File: src/rtl/disk_dma_pkg.sv
// Shared types and constants for the disk <-> memory word copier.
package disk_dma_pkg;

  typedef enum logic [2:0] {
    IDLE,
    CHECK,
    RD,
    WR,
    DONE,
    ERR
  } state_t;

  localparam logic [5:0] HALT_OP       = 6'b011000;
  localparam int         DISK_SIZE_DEF = 500;
  localparam logic       DIR_DISK2MEM  = 1'b0;
  localparam logic       DIR_MEM2DISK  = 1'b1;

endpackage

File: src/rtl/disk_dma_addr_gen.sv
// Source/destination word pointers plus remaining and copied counters for one transfer.
module disk_dma_addr_gen (
  input  logic        clk,
  input  logic        reset,
  input  logic        load,
  input  logic        step,
  input  logic [31:0] load_src,
  input  logic [31:0] load_dst,
  input  logic [31:0] load_len,
  output logic [31:0] src,
  output logic [31:0] dst,
  output logic [31:0] remaining,
  output logic [31:0] copied,
  output logic        last
);

  always_ff @(posedge clk) begin
    if (reset) begin
      src       <= '0;
      dst       <= '0;
      remaining <= '0;
      copied    <= '0;
    end else if (load) begin
      src       <= load_src;
      dst       <= load_dst;
      remaining <= load_len;
      copied    <= '0;
    end else if (step) begin
      src       <= src + 32'd1;
      dst       <= dst + 32'd1;
      remaining <= remaining - 32'd1;
      copied    <= copied + 32'd1;
    end
  end

  assign last = (remaining == 32'd1);

endmodule

File: src/rtl/disk_dma.sv
// disk_dma: copies a block of words between the disk port and main memory, two cycles per word.
// Define DISK_DMA_HALT_STOP_EN to end disk->mem loads right after a word carrying HALT_OP.
//   state | meaning
//   IDLE  | waiting for start; operands latched on start
//   CHECK | disk-side range check, zero-length shortcut
//   RD    | source address on source port, read data captured at the edge
//   WR    | captured word written to destination for one cycle
//   DONE  | done pulse
//   ERR   | err pulse, nothing moved
module disk_dma #(
  parameter int         DATA_W    = 32,
  parameter int         DISK_SIZE = disk_dma_pkg::DISK_SIZE_DEF,
  parameter logic [5:0] HALT_OP   = disk_dma_pkg::HALT_OP
) (
  input  logic              clk,
  input  logic              reset,
  input  logic              start,
  input  logic              dir,
  input  logic [31:0]       src_addr,
  input  logic [31:0]       dst_addr,
  input  logic [31:0]       length,
  output logic [31:0]       disk_addr,
  output logic              disk_we,
  output logic [DATA_W-1:0] disk_wdata,
  input  logic [DATA_W-1:0] disk_rdata,
  output logic [31:0]       mem_addr,
  output logic              mem_we,
  output logic [DATA_W-1:0] mem_wdata,
  input  logic [DATA_W-1:0] mem_rdata,
  output logic              busy,
  output logic              done,
  output logic              err,
  output logic [31:0]       words_copied
);
  import disk_dma_pkg::*;

`ifdef DISK_DMA_HALT_STOP_EN
  localparam logic HALT_STOP = 1'b1;
`else
  localparam logic HALT_STOP = 1'b0;
`endif

  state_t            state, state_nx;
  logic              dir_q;
  logic [DATA_W-1:0] data_buf;
  logic [31:0]       src, dst, remaining;
  logic              last, load, step;
  logic [31:0]       disk_base;
  logic [32:0]       range_end;
  logic              range_err, halt_hit;
  logic [31:0]       disk_addr_q, mem_addr_q;
  logic [DATA_W-1:0] disk_wdata_q, mem_wdata_q;

  assign load = (state == IDLE) && start;
  assign step = (state == WR);

  disk_dma_addr_gen u_addr_gen (
    .clk       (clk),
    .reset     (reset),
    .load      (load),
    .step      (step),
    .load_src  (src_addr),
    .load_dst  (dst_addr),
    .load_len  (length),
    .src       (src),
    .dst       (dst),
    .remaining (remaining),
    .copied    (words_copied),
    .last      (last)
  );

  // 33-bit sum so that a wrapping base+length is caught as out of range
  assign disk_base = (dir_q == DIR_DISK2MEM) ? src : dst;
  assign range_end = {1'b0, disk_base} + {1'b0, remaining};
  assign range_err = range_end > 33'(DISK_SIZE);
  assign halt_hit  = HALT_STOP && (dir_q == DIR_DISK2MEM) &&
                     (data_buf[DATA_W-1 -: 6] == HALT_OP);

  always_ff @(posedge clk) begin
    if (reset) begin
      state        <= IDLE;
      dir_q        <= DIR_DISK2MEM;
      data_buf     <= '0;
      disk_addr_q  <= '0;
      mem_addr_q   <= '0;
      disk_wdata_q <= '0;
      mem_wdata_q  <= '0;
    end else begin
      state        <= state_nx;
      disk_addr_q  <= disk_addr;
      mem_addr_q   <= mem_addr;
      disk_wdata_q <= disk_wdata;
      mem_wdata_q  <= mem_wdata;
      if (load) dir_q <= dir;
      if (state == RD) data_buf <= (dir_q == DIR_DISK2MEM) ? disk_rdata : mem_rdata;
    end
  end

  always_comb begin
    state_nx = state;
    case (state)
      IDLE:  if (start) state_nx = CHECK;
      CHECK: begin
        if (range_err)               state_nx = ERR;
        else if (remaining == 32'd0) state_nx = DONE;
        else                         state_nx = RD;
      end
      RD:    state_nx = WR;
      WR:    state_nx = (last || halt_hit) ? DONE : RD;
      DONE:  state_nx = IDLE;
      ERR:   state_nx = IDLE;
      default: state_nx = IDLE;
    endcase
  end

  // Ports not being driven this cycle keep their previous address/data with we low
  always_comb begin
    disk_addr  = disk_addr_q;
    disk_wdata = disk_wdata_q;
    disk_we    = 1'b0;
    mem_addr   = mem_addr_q;
    mem_wdata  = mem_wdata_q;
    mem_we     = 1'b0;
    if (state == RD) begin
      if (dir_q == DIR_DISK2MEM) disk_addr = src;
      else                       mem_addr  = src;
    end else if (state == WR) begin
      if (dir_q == DIR_DISK2MEM) begin
        mem_addr  = dst;
        mem_wdata = data_buf;
        mem_we    = 1'b1;
      end else begin
        disk_addr  = dst;
        disk_wdata = data_buf;
        disk_we    = 1'b1;
      end
    end
  end

  assign busy = (state == CHECK) || (state == RD) || (state == WR);
  assign done = (state == DONE);
  assign err  = (state == ERR);

endmodule

File: config.mk
export PLATFORM = sky130hd
export DESIGN_NAME = disk_dma
export DESIGN_NICKNAME = d
export VERILOG_FILES = /design/src/rtl/disk_dma_pkg.sv /design/src/rtl/disk_dma_addr_gen.sv /design/src/rtl/disk_dma.sv
export SDC_FILE = /design/constraint.sdc
export NUM_CORES = 1
export LEC_CHECK = 0
export ABC_AREA = 1
export BUFFER_PORTS_ARGS = -buffer_cell sky130_fd_sc_hd__clkbuf_2
export CAP_MARGIN = 20
export CORE_MARGIN = 1
export CORE_UTILIZATION = 50
export DETAILED_ROUTE_END_ITERATION = 12
export GPL_TIMING_DRIVEN = 0
export PLACE_DENSITY = 0.74
export SLEW_MARGIN = 10
export SYNTH_ARGS = -nofsm -noshare
export SYNTH_HDL_FRONTEND = slang
export SYNTH_HIERARCHICAL = 1
export SYNTH_SLANG_ARGS = --single-unit
export TNS_END_PERCENT = 5
File: constraint.sdc
create_clock -name clk -period 3.6 [get_ports clk]
set_clock_uncertainty 0.15 [all_clocks]
set_input_delay 0.18 -clock clk [delete_from_list [all_inputs] [get_ports clk]]
set_output_delay 0.18 -clock clk [all_outputs]
set_load 0.005 [all_outputs]
==> flow_summary.json, run 1 <==
{
  "clk_pin_slew_ns": 0.06,
  "port_buffers": 328,
  "rsz0062_at_grt": "yes",
  "cts_buffers": 36,
  "worstPathRequired_ns": 3.87,
  "arrival_ns": 3.76,
  "finalSetupTns_ns": 0,
  "synth_top_area_share": 0.305,
  "yosys-top-cells-area": "dfxtp_1, nand2_1, nor2_1, a21oi_1, inv_1",
  "setup_violations": 0,
  "grt_max_degree": 13,
  "reg2reg_depth": 22,
  "dp_hpwl_mm": 61.1,
  "fin_util": 0.654,
  "ant_nets": 0,
  "wire_per_inst_um": 19.4,
  "core_area_mm2": 0.0377,
  "cpMostUsedCell": "nand2_1",
  "crit_fanout": 10,
  "first_pass_iters": 5,
  "die-area_mm2": 0.0391,
  "slowest_delay_ns": 0.38,
  "wl_mm": 80.8,
  "syn_avg_cell_area_um2": 6.19,
  "h-tree-depth": 2,
  "r2r-start": "dir_q$_SDFFE_PP0P_",
  "ys_warn_count": 6,
  "vias_per_cell": 5.67,
  "fin_crit_sh": 0.968,
  "synthesis.area_mm2": 0.0192,
  "drive_gt1_frac": 0.154,
  "synth.distinct_cells": 41,
  "holdPathStages": 4,
  "dp_cells": 3935,
  "grt_pass1_wl_mm": 122,
  "ys_ff_latch": 292,
  "n_antenna_cell": 0,
  "cts.sink_count": 292,
  "slew_headroom": 0.263,
  "grt_overflow": 0,
  "crit_path_end_kind": "flop",
  "leakagePower_nw": 11.1,
  "grt_pass1_vias": 22300,
  "clk_latency_ns": 0.57,
  "outcome": "completed",
  "vias": 23600,
  "antenna_found_initial": 2,
  "hold_class": "primary input to flop",
  "path_class": "flop to flop",
  "start_util": 0.509,
  "drv_slew": 0,
  "die_height_um": 198,
  "synth_top_cell_by_area": "dfxtp_1",
  "gp_congestion": 1.05,
  "cts_buffer_depth": 3,
  "fp.dieW_um": 198,
  "period_needed_ns": 3.48,
  "cts_tree": "done",
  "path_cells": "clkbuf_4 > inv_1 > buf_4 > buf_6 > o21bai_2 > ha_2 > nand2_1 > nand2_1 > inv_1 > nand2_1 > a21oi_1 > nand2_1 > nand2_1 > nand2_1 > nor2_1 > nand2_1 > nor2_1 > nand3_1 > nor2_4 > nand3_1 > nand2_1 > a21oi_1",
  "maxCapViolCount": 0,
  "rrSetupSlack_ns": 0.12,
  "setup.worst_path.start_class": "flop",
  "syn_inst": 3096,
  "rows": 71,
  "root_buffer": "clkbuf_16",
  "fin_nets": 3830,
  "max-vdd-ir-drop_mv": 0.447,
  "ios": 329,
  "drt_first_iter_violations": 2084,
  "final_cell_mix": "nand2_1, nor2_1, inv_1",
  "final_common_cell": "nand2_1",
  "min_from": "reset",
  "track_usage": 0.404,
  "syn_to_final_growth_pct": 28.6,
  "synth_fp_nets": 3298,
  "drc_errors": 0,
  "post-cts-setup-buffers": 0,
  "cp_slowest_cell": "ha_2",
  "fmax_mhz": 287,
  "finalNonFillerCells": 4163,
  "worstMarginPinSlew_ns": 1.09,
  "finalHoldViolCount": 0,
  "crit_start": "dir_q$_SDFFE_PP0P_",
  "power_density_mw_per_mm2": 365,
  "yosysSeqAreaShare": 0.305,
  "timing.hold.ws_ns": 0.141
}
## metrics by stage
step	total power, mW	setup WS [ns]	area, um2
after floorplan	4.42	0.619	19200
after global placement	4.98	-0.524	21400
after detailed placement	5.00	-0.517	21400
after CTS	8.90	-0.0389	24400
after global routing	9.30	-0.0415	24600
final	9.00	0.116	24600
## worst max-delay path: cells and delay by family, from the launching register on
kind,cells,cell delay [ns]
fa+ha+maj,1,0.38
flops,1,0.31
buf+inv,5,0.73
compound gates,3,0.48
simple gates,13,1.28
## where the power goes
| group | internal (mW) | switching, mW | total (mW) |
|---|---|---|---|
| registers | 3.32 | 0.173 | 3.49 |
| clock network | 2.27 | 1.54 | 3.80 |
| logic | 0.620 | 1.09 | 1.71 |
| total | 6.20 | 2.80 | 9.00 |
## path summary, 6_finish.rpt
path,to
min reg2reg,disk_wdata_q[13]$_SDFF_PP0_
max reg2reg,state[2]$_SDFFE_PP0P_
min,u_addr_gen/copied[9]$_SDFFE_PP0P_
max,state[2]$_SDFFE_PP0P_
## flip-flops by register name (all words and copies together) (netlist names)
| signal | count |
|---|---|
| dir_q | 1 |
| u_addr_gen/dst | 32 |
| state | 3 |
| data_buf | 32 |
| disk_addr_q | 32 |
| u_addr_gen/src | 32 |
| u_addr_gen/remaining | 32 |
| mem_wdata_q | 32 |
| u_addr_gen/copied | 32 |
| disk_wdata_q | 32 |
| mem_addr_q | 32 |
## per-layer routing
| layer | global-route usage | vias to the layer above | share of wire | routed length [um] |
|---|---|---|---|---|
| li1 | - | 11200 | - | - |
| met1 | 0.505 | 10900 | 0.40 | 32700 |
| met2 | 0.647 | 1263 | 0.44 | 35900 |
| met3 | 0.0780 | 259 | 0.090 | 7250 |
| met4 | 0.231 | 2 | 0.061 | 4930 |
| met5 | 0 | - | 0.00016 | 13 |
## Yosys cell counts
cell and n:
a21oi_1 277, nand2_2 8, inv_2 17, xnor2_1 14, o21a_1 1, nor3_1 12, nand4_1 33, nor3b_1 3
nor4_1 9, nor2_4 6, nor2_2 12, buf_2 25, or2_2 37, fa_1 1, o211ai_1 97, a22oi_1 71
ha_1 37, nand3_1 111, o21ai_1 1, nand3_2 3, nor3_4 1, a31oi_1 17, nor2_1 442, dfxtp_1 292
a21oi_2 1, a211oi_1 35, buf_1 4, clkbuf_8 1, o21ai_0 27, clkinv_1 1, xor2_1 32, o21bai_1 43
nand2_1 888, inv_1 355, nand3b_1 34, nor4b_1 1, a21o_1 3, nor3_2 4, clkbuf_1 105, a311oi_1 32
and2_1 3
## cells by family after synthesis
kind of cell	share of synthesized area
adders and majority gates	0.0252
xor gates and xnor gates	0.0210
AOI/OAI and AO/OA	0.198
DFF	0.305
buffers and inverters	0.102
and+or+nand+nor	0.349
## area by class of cell
| cell class | count | area [um2] |
|---|---|---|
| Fill cell | 3481 | 13000 |
| Buffer | 135 | 589 |
| Clock buffer | 49 | 1010 |
| Clock inverter | 13 | 205 |
| Multi-Input combinational cell | 2296 | 11600 |
| Sequential cell | 292 | 5850 |
| Inverter | 373 | 1400 |
| Tap cell | 511 | 639 |
| Timing Repair Buffer | 494 | 3300 |
## timing repair
item,in CTS,in global routing
resized for setup,37,60
hold buffers,166,0
setup endpoints to repair,4,4
hold endpoints to repair,130,0
Note: power is estimated with default switching activity, not from simulation.
==> run 2, diff against run 1 <==
--- a/config.mk
+++ b/config.mk
@@ -8,3 +8,3 @@
 export ABC_AREA = 1
-export BUFFER_PORTS_ARGS = -buffer_cell sky130_fd_sc_hd__clkbuf_2
+export BUFFER_PORTS_ARGS = -buffer_cell sky130_fd_sc_hd__buf_2
 export CAP_MARGIN = 20
@@ -14,3 +14,3 @@
 export GPL_TIMING_DRIVEN = 0
-export PLACE_DENSITY = 0.74
+export PLACE_DENSITY = 0.72
 export SLEW_MARGIN = 10
==> constraint.sdc (replaced) <==
create_clock -name clk -period 3.6 [get_ports clk]
set_clock_uncertainty 0.15 [all_clocks]
set_input_delay 0.36 -clock clk [delete_from_list [all_inputs] [get_ports clk]]
set_output_delay 0.36 -clock clk [all_outputs]
set_load 0.005 [all_outputs]
==> run 2 against run 1 <==
Critical endpoint unchanged. Largest cell class unchanged. Global-route usage is 0.64 points lower. Power grew 1.2%. Register-to-register slack about the same. Highest routed layer unchanged. Sequential share of layout area about the same. Via count is essentially flat. Sequential power hardly changed. Critical path type unchanged.
==> flow_summary.json, run 2 (synthesis gave the netlist of run 1 again) <==
{
  "fin_crit_sh": 0.970,
  "first_pass_iters": 6,
  "crit_path_end_kind": "flop",
  "track_usage": 0.397,
  "placed_area_mm2": 0.0214,
  "path_class": "flop to flop",
  "hold_class": "primary input to flop",
  "drive_gt1_frac": 0.157,
  "fp.dieW_um": 198,
  "die_height_um": 198,
  "design_area_mm2": 0.0246,
  "post-cts-setup-buffers": 0,
  "cpMostUsedCell": "nand2_1",
  "ant_nets": 0,
  "cp_top_family": "simple AND/OR/NAND/NOR gates",
  "antenna_found_initial": 3,
  "slowest_delay_ns": 0.38,
  "path_cells": "clkbuf_4 > inv_1 > buf_4 > buf_8 > o21bai_2 > ha_2 > nand2_2 > inv_2 > nand2_1 > nand2_1 > a21oi_2 > nand2_1 > nand2_1 > nand2_1 > nand2_1 > nand2_1 > nor2_1 > nand3_1 > nor2_2 > nand3_1 > nand2_1 > a21oi_1",
  "setup_violations": 0,
  "grt_pass1_wl_mm": 120,
  "cts_buffers": 36,
  "start_util": 0.509,
  "grt_overflow": 0,
  "leakagePower_nw": 11.2,
  "slew_headroom": 0.309,
  "final_common_cell": "nand2_1",
  "arrival_ns": 3.75,
  "rows": 71,
  "root_buffer": "clkbuf_16",
  "drt_first_iter_violations": 2318,
  "grt_max_degree": 14,
  "rsz0062_at_grt": "yes",
  "vias": 23600,
  "drc_errors": 0,
  "period_needed_ns": 3.49,
  "worstPathRequired_ns": 3.86,
  "core_area_mm2": 0.0377,
  "clk_latency_ns": 0.56,
  "maxCapViolCount": 0,
  "final_cell_mix": "nand2_1, nor2_1, inv_1",
  "vias_per_cell": 5.69,
  "worstMarginPinSlew_ns": 1.02,
  "outcome": "completed",
  "die-area_mm2": 0.0391,
  "setup.worst_path.start_class": "flop",
  "fillers": 3518,
  "crit_fanout": 10,
  "cts_buffer_depth": 3,
  "clk_pin_slew_ns": 0.06,
  "grt_pass1_vias": 21800,
  "gp_congestion": 1.01,
  "finalHoldViolCount": 0,
  "power_density_mw_per_mm2": 370,
  "dp_hpwl_mm": 60.6,
  "cts_tree": "done",
  "fin_nets": 3812,
  "h-tree-depth": 2,
  "max-vdd-ir-drop_mv": 0.363,
  "wire_per_inst_um": 19.2,
  "path_buf_inv": 5,
  "ios": 329,
  "fmax_mhz": 286,
  "fin_util": 0.653,
  "port_buffers": 328,
  "drv_slew": 0,
  "cp_slowest_cell": "ha_2",
  "syn_to_final_growth_pct": 28.4,
  "cts.sink_count": 292,
  "wl_mm": 79.6
}
==> run 2: changes by cell type in the layout (fill, tap and decap cells not counted), moves of 4 or more <==
cell / delta
buf_2: +328
clkbuf_2: -328
dlygate4sd3_1: -18
o21bai_2: -12
o21bai_4: +9
ha_1: -5
clkbuf_1: -4
==> run 2: worst paths after layout <==
check,startpoint,endpoint,slack [ns],depth (start not counted)
setup / recovery,dir_q$_SDFFE_PP0P_,state[2]$_SDFFE_PP0P_,0.11,22
hold / removal,length[27],u_addr_gen/remaining[27]$_SDFFE_PP0P_,0.009,3
setup reg to reg,dir_q$_SDFFE_PP0P_,state[2]$_SDFFE_PP0P_,0.11,22
hold reg to reg,disk_wdata_q[5]$_SDFF_PP0_,disk_wdata_q[5]$_SDFF_PP0_,0.32,2
==> run 2: tightest hold or removal path, cell delays in order <==
cell and delay [ns]:
buf_2 0.09, a22oi_1 0.08, a21oi_1 0.15
==> run 2: area by class of cell <==
cell class | count | area (um2) | area share
multi-input combinational | 2296 | 11700 | 0.477
sequential | 292 | 5850 | 0.238
timing repair buffer | 476 | 3120 | 0.127
inverter | 373 | 1400 | 0.0569
clock buffer | 46 | 1010 | 0.0410
tap | 511 | 639 | 0.0260
buffer | 135 | 597 | 0.0243
clock inverter | 17 | 243 | 0.00987
antenna | 1 | 2.50 | 0.000102
==> run 2: report_power, final <==
group	switching, mW	total [mW]	leakage (nW)	internal (mW)
registers	0.178	3.49	2.37	3.32
clock network	1.58	3.93	0.621	2.35
logic	1.06	1.68	8.17	0.619
==> run 2: stage by stage <==
| step | setup WS, ns | instances | power [mW] | TNS [ns] | hold WS [ns] |
|---|---|---|---|---|---|
| final | 0.108 | 4147 | 9.10 | 0 | 0.00920 |
| after global routing | -0.0684 | 4147 | 9.38 | -0.0763 | 0.00231 |
| after CTS | 0.00525 | 4146 | 8.98 | 0 | 0.000563 |
| after detailed placement | -0.508 | 3935 | 4.98 | -1.44 | 0.307 |
| after global placement | -0.506 | 3935 | 4.97 | -1.42 | 0.305 |
| after floorplan | 0.619 | 3096 | 4.42 | 0 | 0.294 |
==> run 2: timing repair <==
action,4_1_cts,5_1_grt
pin swaps,0,1
endpoints found under the hold margin,115,0
gates resized for setup,44,65
hold buffers,148,0
endpoints found under the setup margin,86,81
==> run 2: per-layer routing <==
metal / track usage / share of wire / vias up
li1: - / - / 11100
met1: 0.492 / 0.40 / 10900
met2: 0.639 / 0.44 / 1342
met3: 0.0857 / 0.10 / 228
met4: 0.221 / 0.056 / 4
met5: 0 / 0.00028 / -
